[src/rtl/hello_pkg.sv]
// Shared types and constants for the HELLO display decoder: character codes,
// segment patterns, rotation table and FSM states.
package hello_pkg;

    typedef enum logic [2:0] {
        BLANK   = 3'd0,
        H       = 3'd1,
        E       = 3'd2,
        L       = 3'd3,
        O       = 3'd4,
        INVALID = 3'd7
    } char_t;

    // Active-low segment patterns, bit 6 = g ... bit 0 = a.
    localparam logic [6:0] SEG_H     = 7'b0001001;
    localparam logic [6:0] SEG_E     = 7'b0000110;
    localparam logic [6:0] SEG_L     = 7'b1000111;
    localparam logic [6:0] SEG_O     = 7'b1000000;
    localparam logic [6:0] SEG_BLANK = 7'b1111111;

    localparam int NUM_ROT = 5;

    // Character codes per rotation, [14:12] = HEX4 ... [2:0] = HEX0.
    localparam logic [NUM_ROT-1:0][14:0] ROT_TABLE = {
        15'b100_001_010_011_011,   // 4: O H E L L
        15'b011_100_001_010_011,   // 3: L O H E L
        15'b011_011_100_001_010,   // 2: L L O H E
        15'b010_011_011_100_001,   // 1: E L L O H
        15'b001_010_011_011_100    // 0: H E L L O
    };

    typedef enum logic {
        S_WAIT = 1'b0,
        S_LOCK = 1'b1
    } state_t;

    function automatic logic [2:0] rot_inc(input logic [2:0] r);
        return (r == 3'd4) ? 3'd0 : r + 3'd1;
    endfunction

    function automatic logic [2:0] rot_dec(input logic [2:0] r);
        return (r == 3'd0) ? 3'd4 : r - 3'd1;
    endfunction

endpackage

[src/rtl/seg7_to_char.sv]
// Combinational decode of one active-low 7-segment pattern to a character code.
module seg7_to_char
    import hello_pkg::*;
(
    input  logic [6:0] seg,
    output char_t      ch
);

    always_comb begin
        case (seg)
            SEG_H:     ch = H;
            SEG_E:     ch = E;
            SEG_L:     ch = L;
            SEG_O:     ch = O;
            SEG_BLANK: ch = BLANK;
            default:   ch = INVALID;
        endcase
    end

endmodule

[src/rtl/hex_hello_decoder.sv]
// Debounces the five HEX buses, decodes them and reports which HELLO rotation
// is displayed, with change and step-direction pulses on each acceptance.
module hex_hello_decoder
    import hello_pkg::*;
#(
    parameter int STABLE_CYCLES = 4
) (
    input  logic        CLOCK_50,
    input  logic        resetn,
    input  logic [6:0]  HEX4,
    input  logic [6:0]  HEX3,
    input  logic [6:0]  HEX2,
    input  logic [6:0]  HEX1,
    input  logic [6:0]  HEX0,
    output logic [14:0] chars,
    output logic [2:0]  rot_idx,
    output logic        rot_valid,
    output logic        err,
    output logic        new_pulse,
    output logic        step_right,
    output logic        step_left
);

    logic [34:0] din;
    logic [34:0] sample_q;
    logic [34:0] acc_q;
    logic [7:0]  cnt_q;
    logic        has_acc_q;
    logic        prev_valid_q;
    state_t      state_q, state_d;

    char_t       dec [5];
    logic [14:0] dec_chars;
    logic        stable;
    logic        changed;
    logic        accept;
    logic        match;
    logic [2:0]  k;

    logic [14:0] chars_d;
    logic [2:0]  rot_idx_d;
    logic        rot_valid_d, err_d, new_d, right_d, left_d;

    assign din = {HEX4, HEX3, HEX2, HEX1, HEX0};

    for (genvar i = 0; i < 5; i++) begin : g_dec
        seg7_to_char u_dec (
            .seg (sample_q[7*i +: 7]),
            .ch  (dec[i])
        );
    end

    always_comb begin
        for (int i = 0; i < 5; i++) begin
            dec_chars[3*i +: 3] = dec[i];
        end
    end

    // Sample register and run-length counter of identical captures.
    // NOTE: sequential state uses non-blocking assignments so every register
    // samples the pre-edge values of the others.
    always_ff @(posedge CLOCK_50 or negedge resetn) begin
        if (!resetn) begin
            sample_q <= '1;
            cnt_q    <= 8'd0;
        end else begin
            sample_q <= din;
            if (din == sample_q) begin
                cnt_q <= (cnt_q == 8'hFF) ? cnt_q : cnt_q + 8'd1;
            end else begin
                cnt_q <= 8'd1;
            end
        end
    end

    assign stable  = (cnt_q >= 8'(STABLE_CYCLES));
    assign changed = (sample_q != acc_q);
    // A changed sample can already be stable while locked only when one capture suffices.
    assign accept  = stable && ((state_q == S_WAIT) || changed);

    always_ff @(posedge CLOCK_50 or negedge resetn) begin
        if (!resetn) begin
            state_q <= S_WAIT;
        end else begin
            state_q <= state_d;
        end
    end

    always_comb begin
        // NOTE: every combinationally assigned signal gets a default first so
        // no path through the block can infer a latch.
        state_d = state_q;
        case (state_q)
            S_WAIT:  if (stable) state_d = S_LOCK;
            S_LOCK:  if (changed && !stable) state_d = S_WAIT;
            default: state_d = S_WAIT;
        endcase
    end

    always_comb begin
        match = 1'b0;
        k     = 3'd0;
        for (int r = 0; r < NUM_ROT; r++) begin
            if (dec_chars == ROT_TABLE[3'(r)]) begin
                match = 1'b1;
                k     = 3'(r);
            end
        end

        chars_d     = chars;
        rot_idx_d   = rot_idx;
        rot_valid_d = rot_valid;
        err_d       = err;
        new_d       = 1'b0;
        right_d     = 1'b0;
        left_d      = 1'b0;
        if (accept) begin
            chars_d = dec_chars;
            new_d   = !has_acc_q || changed;
            if (match) begin
                rot_idx_d   = k;
                rot_valid_d = 1'b1;
                err_d       = 1'b0;
                // rot_idx still holds the previous valid rotation here.
                right_d     = prev_valid_q && (k == rot_inc(rot_idx));
                left_d      = prev_valid_q && (k == rot_dec(rot_idx));
            end else begin
                rot_valid_d = 1'b0;
                err_d       = 1'b1;
            end
        end
    end

    always_ff @(posedge CLOCK_50 or negedge resetn) begin
        if (!resetn) begin
            acc_q        <= '1;
            has_acc_q    <= 1'b0;
            prev_valid_q <= 1'b0;
            chars        <= '0;
            rot_idx      <= 3'd0;
            rot_valid    <= 1'b0;
            err          <= 1'b0;
            new_pulse    <= 1'b0;
            step_right   <= 1'b0;
            step_left    <= 1'b0;
        end else begin
            if (accept) begin
                acc_q        <= sample_q;
                has_acc_q    <= 1'b1;
                prev_valid_q <= prev_valid_q | match;
            end
            chars      <= chars_d;
            rot_idx    <= rot_idx_d;
            rot_valid  <= rot_valid_d;
            err        <= err_d;
            new_pulse  <= new_d;
            step_right <= right_d;
            step_left  <= left_d;
        end
    end

endmodule

[config.mk]
export PLATFORM = sky130hd
export DESIGN_NAME = hex_hello_decoder
export DESIGN_NICKNAME = d
export VERILOG_FILES = /design/src/rtl/hello_pkg.sv /design/src/rtl/seg7_to_char.sv /design/src/rtl/hex_hello_decoder.sv
export SDC_FILE = /design/constraint.sdc
export NUM_CORES = 1
export LEC_CHECK = 0
export CAP_MARGIN = 20
export CORE_MARGIN = 1
export CORE_UTILIZATION = 30
export DETAILED_ROUTE_END_ITERATION = 10
export SLEW_MARGIN = 10
export SYNTH_ARGS = -nofsm -noshare
export SYNTH_HDL_FRONTEND = slang
export SYNTH_HIERARCHICAL = 1
export SYNTH_SLANG_ARGS = --single-unit
export TNS_END_PERCENT = 30
[constraint.sdc]
create_clock -name CLOCK_50 -period 2.3 [get_ports CLOCK_50]
set_input_delay 0.345 -clock CLOCK_50 [delete_from_list [all_inputs] [get_ports CLOCK_50]]
set_output_delay 0.345 -clock CLOCK_50 [all_outputs]
set_load 0.005 [all_outputs]
# Word level (Yosys, flattened, before mapping)
# Cells that the tools add are included.
dict set report word_totals {
  register_bits 104
}
dict set report op_classes {
  bitwise 2
  mux 28
  n_eq_ne 37
  n_reduce_logical 10
  magnitude_cmp 1
  n_addsub 3
}
# operator n
set op_table {}
lappend op_table {{== test 7 bit, second input constant} 15}
lappend op_table {{case mux 3 bit (5 select lines)} 5}
lappend op_table {{== test 15 x 14 -> 1 bit, second input constant} 3}
lappend op_table {{== test 35 bit} 1}
lappend op_table {{== test 7 x 3 -> 1 bit, second input constant} 5}
lappend op_table {{== test 7 x 4 -> 1 bit, second input constant} 5}
lappend op_table {{!= test 35 bit} 1}
lappend op_table {{two-way mux 8 bit} 2}
lappend op_table {{== test 15 x 13 -> 1 bit, second input constant} 1}
lappend op_table {{== test 15 bit, second input constant} 1}
lappend op_table {{two-way mux 1 bit} 15}
lappend op_table {{two-way mux 3 bit} 4}
lappend op_table {{adder 8 x 1 -> 8 bit, second input constant} 1}
lappend op_table {{== test 8 bit, second input constant} 1}
lappend op_table {{greater-or-equal comparator 8 x 3 -> 1 bit, second input constant} 1}
lappend op_table {{== test 3 bit} 2}
lappend op_table {{logical AND 1 bit} 4}
lappend op_table {{adder 3 x 1 -> 3 bit, second input constant} 1}
lappend op_table {{== test 3 bit, second input constant} 1}
lappend op_table {{zero test 3 bit} 1}
lappend op_table {{subtractor 3 x 1 -> 3 bit, second input constant} 1}
lappend op_table {{zero test 1 bit} 2}
lappend op_table {{logical OR 1 bit} 2}
lappend op_table {{two-way mux 2 bit} 1}
lappend op_table {{other kinds (5)} 5}

# Depth between registers and ports, before layout
dict set report logic_depth {
  depth_word 11
  depth_mapped 8
  depth_no_buf 6
}

# Modules after synthesis
# The synthesis kept the hierarchy.
# mod seq_area_each_um2 area_per_inst_um2 instances cells_each
set modules_own_cells {}
lappend modules_own_cells {hex_hello_decoder 2489.9 4400.5 1 296}
lappend modules_own_cells {seg7_to_char 0.0 133.9 5 20}

# Worst setup path before layout
# Ideal clock, no wire load.
dict set report synth_path {
  kind {register to register}
  start {register sample_q[31]}
  end {register chars[0]}
  setup_slack_ns 0.158
  path_buffers 2
  setup_time_ns 0.125
  stages_incl_launch_ff 9
  t_arrival_ns 2.017
  synth_period_minus_slack_ns 2.142
  cell_sequence {dfstp_2 xor2_1 nor4_1 nand4_1 nor4_1 or2_1 buf_6 buf_12 mux2_4}
}
dict set report synth_via {
  elab_chain_cells 3
}
# element line_no
set synth_rtl {}
lappend synth_rtl {{start, declared} hex_hello_decoder.sv:25} ;# logic [34:0] sample_q;
lappend synth_rtl {{start signal, assigned} hex_hello_decoder.sv:67} ;# sample_q <= din;
lappend synth_rtl {{!= test 35 bit} hex_hello_decoder.sv:77} ;# assign changed = (sample_q != acc_q);
lappend synth_rtl {{logical OR 1 bit} hex_hello_decoder.sv:79} ;# assign accept = stable && ((state_q == S_WAIT) || changed);
lappend synth_rtl {{logical AND 1 bit} hex_hello_decoder.sv:79}
lappend synth_rtl {{end signal, assigned} hex_hello_decoder.sv:152} ;# chars <= chars_d;
lappend synth_rtl {{end, declared} hex_hello_decoder.sv:15} ;# output logic [14:0] chars,
# Every way passes these cells.
# A chain may end at the register's enable or synchronous reset.

# Worst setup path in the final report
dict set report layout_path {
  start {register sample_q[31]}
  end {register chars[1]}
}
# The elaborated chain is that of the path after synthesis.

==> impl_metrics.csv <==
group,metric,value,unit
status,status,"finished, violations left",
status,violations,"setup timing",
sta,final.min_clock_period,2.37,ns
setup_path,critical-path-slowest-cell,"dfstp_2",
clocking,clk_transition_reported_paths,0.07,ns
sta,setup_viol_count_final,46,
floorplanning,num_rows,47,
placement,place_hpwl,8840,µm
sta,hold_viol_final,0,
floorplanning,io_pins,60,
placement,routabilityCongestion,0.755,
setup_path,path_delay_family,"simple AND/OR/NAND/NOR gates",
synthesis,syn-cell-area,5070,µm²
synthesis,yosysUniqueCellTypes,36,
power,internal_power,0.00281,W
grt,grt_first_pass_wirelength,19100,µm
detailed_routing,post_drt_wl_per_cell,17.0,µm
power,p_sw,0.000878,W
sta,drv_slew,0,
detailed_routing,antenna_violating_nets_post_route,0,
floorplanning,die-area,17400,µm²
power,clkPwrFrac,0.412,
floorplanning,dieWidth,132,µm
setup_path,slowest_delay,0.55,ns
placement,portBuffers,54,
grt,grt_start_max_net_pins,58,
clocking,clk_path_buf_depth,2,
finish,design_area,6660,µm²
hold_path,hold_path_class,"in2async",
power,switching_share,0.238,
clocking,insertion_delay,0.35,ns
job,cap_violations,0,
detailed_routing,viasPerCell,4.73,
sta,fmax,0.422,GHz
finish,syn_to_final_growth,31.4,%
setup_path,setup.worst_path.start_class,"flip-flop",
sta,final.period_utilization,1.03,
setup_path,worstPathMaxFanout,5,
setup_path,worstPathCellList,"xor2_1, nor4_1, nand4_1, nor4_4, or2_4, clkbuf_16, mux2_4",
placement,place_area,6150,µm²
clocking,clock-root-buffer,"clkbuf_16",
clocking,clock-sinks,96,
setup_path,reg2reg_from,"sample_q[31]",
setup_path,crit_required,2.54,ns
detailed_routing,wl,12500,µm
detailed_routing,vias,3477,
synthesis,ys_seq_area_frac,0.491,
grt,grt.total_usage,0.144,
grt,grt.overflow.total,0,
setup_path,crit_buf_inv,1,
sta,rsz0062_at_grt,"yes",
power,leakagePower,2.84,nW
placement,dp_cells,710,
setup_path,worst-setup-path-type,"reg2reg",
floorplanning,die_h,132,µm
clocking,cts_tree,"yes",
clocking,htreeDepth,3,
power,p_per_area,553,nW/µm²
detailed_routing,drcViolationCount,0,
floorplanning,start_util,0.307,
sta,fin_ws,-0.0673,ns
floorplanning,core-area,16500,µm²
sta,finClkSkew,0.00542,ns
detailed_routing,drt_iter0_markers,214,
power,ir_drop,0.350,mV
grt,antenna_found_initial,0,
synthesis,synthCells,396,
sta,whs,0.399,ns
clocking,cts_buffers,9,
detailed_routing,drt-pass1-iter-count,4,
finish,antenna_cells,0,
synthesis,syn_area_per_cell,12.8,µm²
setup_path,ff2ff_setup_slack,-0.07,ns
finish,nets,549,
setup_path,r2r_end,"chars[1]",
setup_path,end_kind,"flip-flop",
finish,final_cells,735,
synthesis,synth_seq_cells,96,
synthesis,yosysWarnings,6,
finish,drive_above_1_share,0.408,
power,p_comb_frac,0.107,
setup_path,ff2ff_path_depth,7,
power,seqPwrFrac,0.481,
grt,grt_pass1_vias,3527,
setup_path,arrival,2.61,ns
[cells in the mapped netlist]
cell / instances / area (µm²)
dfstp_2: 70 / 1840
mux2_4: 49 / 736
xor2_1: 41 / 359
xnor2_1: 33 / 289
dfrtp_1: 26 / 651
nor2_1: 23 / 86.3
nand4_1: 16 / 100
a21oi_1: 13 / 65.1
nand3_1: 12 / 60.1
nor4_1: 12 / 75.1
o21ai_0: 12 / 60.1
nand3b_1: 10 / 75.1
nand2b_1: 7 / 43.8
buf_4: 6 / 45.0
a31oi_1: 5 / 31.3
and4b_1: 5 / 50.1
buf_12: 5 / 100
nor4b_1: 5 / 43.8
o211ai_1: 5 / 37.5
o221a_1: 5 / 56.3
or3_1: 5 / 31.3
or3b_2: 5 / 43.8
or4_4: 5 / 56.3
nor3_1: 4 / 20.0
inv_1: 3 / 11.3
and3_1: 2 / 12.5
ha_1: 2 / 25.0
nand2_1: 2 / 7.51
a311oi_1: 1 / 8.76
buf_6: 1 / 11.3
clkbuf_1: 1 / 3.75
conb_1: 1 / 3.75
mux2_1: 1 / 11.3
nor2b_1: 1 / 6.26
or2_1: 1 / 6.26
or4_1: 1 / 7.51
[repair_timing]
| action | CTS | global route |
|---|---|---|
| gates resized for setup | 8 | 7 |
| gates cloned | 0 | 6 |
| hold buffers | 1 | 0 |
| endpoints found under the hold margin | 3 | 0 |
| endpoints found under the setup margin | 51 | 51 |
| setup buffers | 1 | 1 |
| pin swaps | 1 | 5 |
[final cells by class]
| cell class | count | area, µm² |
|---|---|---|
| Timing Repair Buffer | 111 | 1090 |
| Tap cell | 220 | 275 |
| Clock buffer | 13 | 250 |
| Clock inverter | 3 | 42.5 |
| Sequential cell | 96 | 2490 |
| Multi-Input combinational cell | 289 | 2510 |
| Fill cell | 1563 | 9860 |
| Inverter | 3 | 11.3 |
[metrics by stage]
step | util | total power, W | setup TNS [ns] | worst slack (ns)
finish | 0.403 | 0.00369 | -1.62 | -0.0673
global route | 0.403 | 0.00382 | -4.51 | -0.120
CTS | 0.393 | 0.00373 | -1.41 | -0.0731
detailed placement | 0.372 | 0.00219 | -11.45 | -0.263
global placement | 0.372 | 0.00218 | -9.04 | -0.216
floorplan | - | 0.00196 | 0 | 0.158
[per-layer routing]
metal	vias to the layer above	part of all wire	global-route usage
li1	1658	-	-
met1	1740	0.47	0.193
met2	68	0.48	0.230
met3	11	0.031	0.0285
met4	0	0.017	0.0562
met5	-	0	0
[power by group through the flow]
stage | logic (W) | clock network, W | registers, W
after floorplan | 0.000128 | 0 | 0.00184
after global placement | 0.000379 | 0 | 0.00180
after detailed placement | 0.000386 | 0 | 0.00180
after CTS | 0.000393 | 0.00156 | 0.00177
after global routing | 0.000428 | 0.00161 | 0.00178
final | 0.000394 | 0.00152 | 0.00177
[worst max path at each step]
stage                 start         to  slack (ns)  cells past startpoint
2_1_floorplan  sample_q[31]   chars[0]        0.16                      8
3_5_place_dp      acc_q[25]   chars[3]       -0.26                      8
5_1_grt        sample_q[20]  acc_q[29]       -0.12                      7
4_1_cts           acc_q[29]   chars[3]       -0.07                      8
6_report       sample_q[31]   chars[1]       -0.07                      7
3_3_place_gp        HEX1[6]   cnt_q[7]       -0.22                      8
[sequential cells by signal, indices dropped and copies added, names as in the netlist]
name	count
acc_q	35
sample_q	35
chars	15
cnt_q	8
new_pulse	1
rot_idx	1
state_q	1
[cells in the final DEF, fill, tap and decap left out, types with 7 or more instances in the layout]
| master | synthesis | final |
|---|---|---|
| nand4_1 | 16 | 16 |
| mux2_4 | 49 | 50 |
| clkbuf_16 | 0 | 13 |
| nand3_1 | 12 | 12 |
| buf_4 | 6 | 48 |
| clkdlybuf4s50_1 | 0 | 53 |
| o21ai_0 | 12 | 12 |
| xor2_1 | 41 | 41 |
| a21oi_1 | 13 | 13 |
| dfrtp_1 | 26 | 26 |
| xnor2_1 | 33 | 33 |
| nor2_1 | 23 | 23 |
| nand3b_1 | 10 | 10 |
| nand2b_1 | 7 | 7 |
| dfstp_2 | 70 | 70 |
[logic make-up (layout without fill, tap and decap cells)]
family,after synthesis,count (layout),share of synthesized area
buffers and inverters,16,130,0.0338
and+or+nand+nor,116,117,0.143
AOI/OAI and AO/OA,41,41,0.0511
xor gates and xnor gates,74,74,0.128
muxes,50,50,0.147
other,1,5,0.000740
adders and majority gates,2,2,0.00494
DFF,96,96,0.491
Power figures use the tool's default switching activity.
